## src/rtl/mux_rr_arbiter.sv

```systemverilog
// Round-robin arbiter with a one-entry output register feeding the shared 4:1 Mux; 1-cycle latency, all req_ready low while the output is stalled.
// Optional burst lock (req_last port, locked flag) is enabled by defining MUX_RR_ARB_LOCK_EN.
module mux_rr_arbiter #(
  parameter int N  = 4,
  parameter int W  = 8,
  parameter int SW = $clog2(N)
) (
  input  logic          clk,
  input  logic          rst,
  input  logic [N-1:0]  req_valid,
  input  logic [W-1:0]  req_data [N],
  output logic [N-1:0]  req_ready,
`ifdef MUX_RR_ARB_LOCK_EN
  input  logic [N-1:0]  req_last,
`endif
  output logic          out_valid,
  output logic [W-1:0]  out_data,
  input  logic          out_ready,
  output logic [SW-1:0] sel,
  output logic [N-1:0]  grant
);

  typedef enum logic {EMPTY = 1'b0, FULL = 1'b1} state_e;

  state_e        state_q;
  logic [SW-1:0] ptr_q;
  logic [SW-1:0] ptr_d;
  logic [SW-1:0] sel_q;
  logic [W-1:0]  data_q;
  logic [N-1:0]  grant_q;
  logic [SW-1:0] win;
  logic          found;
  logic          can_accept;
  logic          xfer;
`ifdef MUX_RR_ARB_LOCK_EN
  logic          locked_q;
`endif

  // Scan from ptr upward with wrap; first valid requester wins.
  always_comb begin
    int idx;
    idx   = 0;
    found = 1'b0;
    win   = '0;
    for (int k = 0; k < N; k++) begin
      idx = int'(ptr_q) + k;
      if (idx >= N) idx = idx - N;
      if (!found && req_valid[idx]) begin
        found = 1'b1;
        win   = SW'(idx);
      end
    end
`ifdef MUX_RR_ARB_LOCK_EN
    // Mid-burst only the owner (still held in sel_q) may win.
    if (locked_q) begin
      found = req_valid[sel_q];
      win   = sel_q;
    end
`endif
  end

  assign can_accept = (state_q == EMPTY) || out_ready;
  assign xfer       = found && can_accept && !rst;
  assign ptr_d      = (int'(win) == N - 1) ? '0 : SW'(int'(win) + 1);

  always_comb begin
    req_ready = '0;
    if (xfer) req_ready[win] = 1'b1;
  end

  always_ff @(posedge clk) begin
    if (rst) begin
      state_q  <= EMPTY;
      data_q   <= '0;
      sel_q    <= '0;
      grant_q  <= '0;
      ptr_q    <= '0;
`ifdef MUX_RR_ARB_LOCK_EN
      locked_q <= 1'b0;
`endif
    end else if (xfer) begin
      state_q <= FULL;
      data_q  <= req_data[win];
      sel_q   <= win;
      grant_q <= req_ready;
`ifdef MUX_RR_ARB_LOCK_EN
      if (req_last[win]) begin
        locked_q <= 1'b0;
        ptr_q    <= ptr_d;
      end else begin
        locked_q <= 1'b1;
      end
`else
      ptr_q   <= ptr_d;
`endif
    end else if (state_q == FULL && out_ready) begin
      state_q <= EMPTY;
      grant_q <= '0;
    end
  end

  assign out_valid = (state_q == FULL);
  assign out_data  = data_q;
  assign sel       = sel_q;
  assign grant     = grant_q;

endmodule

```

## config.mk

```make
export PLATFORM = sky130hd
export DESIGN_NAME = mux_rr_arbiter
export DESIGN_NICKNAME = d
export VERILOG_FILES = /design/src/rtl/mux_rr_arbiter.sv
export SDC_FILE = /design/constraint.sdc
export NUM_CORES = 1
export LEC_CHECK = 0
export CAP_MARGIN = 15
export CORE_MARGIN = 1.5
export CORE_UTILIZATION = 33
export CTS_CLUSTER_DIAMETER = 120
export DETAILED_ROUTE_END_ITERATION = 10
export PLACE_DENSITY_LB_ADDON = 0.25
export SYNTH_ARGS = -nofsm -noshare
export SYNTH_HDL_FRONTEND = slang
export SYNTH_SLANG_ARGS = --single-unit
```

## constraint.sdc

```tcl
create_clock -name clk -period 1.8 [get_ports clk]
set_clock_uncertainty 0.1 [all_clocks]
set_input_delay 0.27 -clock clk [delete_from_list [all_inputs] [get_ports clk]]
set_output_delay 0.27 -clock clk [all_outputs]
set_load 0.03 [all_outputs]
```

==> results.yml, run 1 <==
run_status:
  status: "finished with violations"
  violations: "setup timing"
critical_path:
  critPathCaptureType: "output port"
  reg2regPathDepth: 9
  r2r_end: "out_data[0]"
  path_delay_family: "simple AND/OR/NAND/NOR gates"
  r2r-start: "ptr_q[1]"
  crit_fanout: 3
  cp_common_cell: "or3_4"
  critical_path.max_stage_delay_ns: 0.40
  cp.depth: 6
  crit_chain: "a21oi_2 -> nor3b_2 -> or3_4 -> or3_4 -> inv_2 -> buf_6"
  slowest_stage: "or3_4"
  reg2reg_slack_ns: -0.06
  crit_start: "ptr_q[1]"
  arrival_ns: 1.77
  setup.worst_path.class: "flip-flop to output port"
  crit_buf_inv: 2
  required_ns: 1.43
  cp-start-kind: "flip-flop"
  crit_path_end: "req_ready[2]"
clock_tree:
  h-tree-depth: 1
  cts_tree: "yes"
  worstSkewPairLatency_ns: 0.28
  clock_sinks: 17
  cts_made_buffers: 3
  cts_root_buf: "clkbuf_4"
  clk_pin_slew_ns: 0.11
  clockBufferDepth: 2
timing:
  whs_ns: 0.373
  worstMarginPinSlew_ns: 0.328
  finalCriticalPeriod_ns: 2.14
  rsz0062_at_grt: "yes"
  drv_slew: 0
  setup_viol: 7
  finalHoldViolations: 0
  fmax_ghz: 0.466
  period_share_pct: 119
  setup_slack_ns: -0.345
  max-slew-margin-rel_pct: 78.1
grt:
  antenna_found_initial: 0
  grt_usage_pct: 18.0
  grt_max_degree: 13
  overflow: 0
  grt_pass1_vias: 1107
  grt_pass1_wl_um: 4670
floorplanning:
  die_area_mm2: 0.00326
  core_mm2: 0.00276
  initial_core_util_pct: 35.0
  die-width_um: 57.1
  placementRows: 19
  dieHeight_um: 57.1
  ios: 58
pwr:
  power.internal_uw: 988
  seqPwrFrac_pct: 31.4
  p_sw_share_pct: 36.7
  power.switching_uw: 573
  pwr-share-comb_pct: 55.2
  finalPower_uw: 1560
  peakVddDrop_mv: 0.551
  pwr-share-clk_pct: 13.4
  power_density_mw_per_mm2: 859
  leakage_uw: 0.000752
place:
  hpwl_um: 2180
  dpl_worst_slack_ns: -0.544
  place_congestion: 0.756
  place_area_mm2: 0.00169
  port_buffers: 57
routing:
  viasPerCell: 5.08
  routedWlPerCell_um: 13.3
  drcViolationCount: 0
  routed_wl_um: 2830
  firstDrtPassIters: 4
  drt_iter0_drc: 24
  vias: 1078
  drtAntennaViolNets: 0
finish:
  design_area_mm2: 0.00182
  ff_latch_area_um2: 343
  n_antenna_cell: 0
  mostFrequentLayoutCells: "clkdlybuf4s50_1 (49), buf_4 (21), dfxtp_1 (15)"
  filler_cell_count: 242
  final_common_cell: "clkdlybuf4s50_1"
  multi_input_area_um2: 636
  drive_above_1_share_pct: 28.7
  num-nets-final: 222
  utilization_pct: 65.9
  area_delta_synth_final_pct: 88.2
run:
  cap_violations: 0
synth:
  synth_fa_ha_area_share_pct: 1.30
  ys_ff_latch: 17
  synth_fp_nets: 142
  synth-simple-area-share_pct: 21.9
  syn_inst: 102
  synthMuxAreaShare_pct: 16.6
  yosysWarnings: 0
  syn_area_per_cell_um2: 9.47
  synth_compound_area_share_pct: 19.0
  yosysSeqAreaShare_pct: 35.2
  synth_cell_types: 30
  synth_xor_area_share_pct: 0
  synth_top_family_by_area: "simple AND/OR/NAND/NOR gates"
  syn_area_um2: 966
hold_path:
  worst_hold_path_type: "flip-flop to flip-flop"
==> layout make-up <==
| cell class | instances | share of cell area [%] |
|---|---|---|
| repair buffers | 80 | 41.3 |
| multi-input cells | 74 | 35.0 |
| flip-flops and latches | 17 | 18.9 |
| well taps | 31 | 2.13 |
| clock buffers | 3 | 1.24 |
| inverters | 6 | 1.24 |
| clock inverters | 1 | 0.275 |
==> tightest hold or removal path: stages, from the launching register on <==
cell	delay, ns
dfxtp_1	0.33
nand2_1	0.06
a21oi_1	0.06
==> cell usage after synthesis <==
cell type | instances | area [µm²]
dfxtp_1 | 17 | 340
mux2i_1 | 16 | 160
nand3b_1 | 8 | 60.1
o221ai_1 | 8 | 70.1
a21oi_1 | 6 | 30.0
inv_1 | 6 | 22.5
nand2_1 | 6 | 22.5
nor2_1 | 6 | 22.5
a21oi_2 | 3 | 26.3
nand2b_1 | 3 | 18.8
buf_6 | 2 | 22.5
clkbuf_1 | 2 | 7.51
or3_1 | 2 | 12.5
a211oi_4 | 1 | 20.0
a22o_1 | 1 | 8.76
a32oi_1 | 1 | 8.76
and2_1 | 1 | 6.26
and3_1 | 1 | 6.26
buf_2 | 1 | 5.00
ha_1 | 1 | 12.5
nand2_2 | 1 | 6.26
nor3_1 | 1 | 5.00
nor3b_1 | 1 | 7.51
nor3b_2 | 1 | 12.5
nor4_2 | 1 | 12.5
o21ai_0 | 1 | 5.00
o22ai_1 | 1 | 6.26
o2bb2ai_1 | 1 | 8.76
or2b_1 | 1 | 7.51
or3_4 | 1 | 11.3
==> kinds of logic (layout without fill, tap and decap cells) <==
kind of cell	count (synthesis)	count (layout)
buffers and inverters	11	90
muxes	16	16
adders and majority gates	1	1
AOI/OAI and AO/OA	23	23
and+or+nand+nor	34	34
DFF	17	17
==> state kept, by name, indices dropped and copies added (netlist names) <==
register and count:
out_data 8, sel 2, out_valid 1, ptr_q 2
grant 4
==> what timing repair did <==
item	in CTS	in global routing
buffers inserted	3	1
resized for setup	21	2
hold buffers	0	0
setup endpoints to repair	15	11
pin swaps	1	0
==> layer usage <==
layer  share of wire, %  track usage (%)  routed length (µm)  vias to the layer above
met5                  0                0                   0                        -
li1                   -                -                   -                      537
met4               0.53             5.98                  15                        0
met2                 53             32.7                1490                       35
met1                 40             20.6                1140                      504
met3                6.5             4.08                 183                        2
==> power groups by stage <==
stage / Clock [µW] / Sequential [µW] / Combinational, µW
floorplan: 0 / 614 / 322
global placement: 0 / 495 / 779
detailed placement: 0 / 498 / 789
CTS: 218 / 490 / 851
global route: 232 / 499 / 917
finish: 210 / 490 / 862
==> stage by stage <==
step	TNS [ns]	instances
finish	-1.32	212
global route	-2.00	212
CTS	-1.19	211
detailed placement	-7.48	205
global placement	-6.55	205
floorplan	-0.0187	102
==> how the worst min path moves through the flow <==
| stage | to | cells past startpoint | slack (ns) | startpoint |
|---|---|---|---|---|
| 2_1_floorplan | out_valid | 2 | 0.34 | req_valid[1] |
| 6_report | sel[1] | 2 | 0.37 | sel[1] |
| 3_5_place_dp | sel[1] | 2 | 0.35 | sel[1] |
| 3_3_place_gp | sel[1] | 2 | 0.34 | sel[1] |
| 4_1_cts | sel[1] | 2 | 0.37 | sel[1] |
| 5_1_grt | sel[1] | 2 | 0.40 | sel[1] |
(Power assumes the default switching activity.)
==> run 2, diff against run 1 <==
--- a/config.mk
+++ b/config.mk
@@ -11,6 +11,7 @@
 export CTS_CLUSTER_DIAMETER = 120
 export DETAILED_ROUTE_END_ITERATION = 10
 export PLACE_DENSITY_LB_ADDON = 0.25
+export SKIP_LAST_GASP = 1
 export SYNTH_ARGS = -nofsm -noshare
 export SYNTH_HDL_FRONTEND = slang
 export SYNTH_SLANG_ARGS = --single-unit
==> results of run 2 <==
Final layout, timing and power as in run 1 (identical DEF).
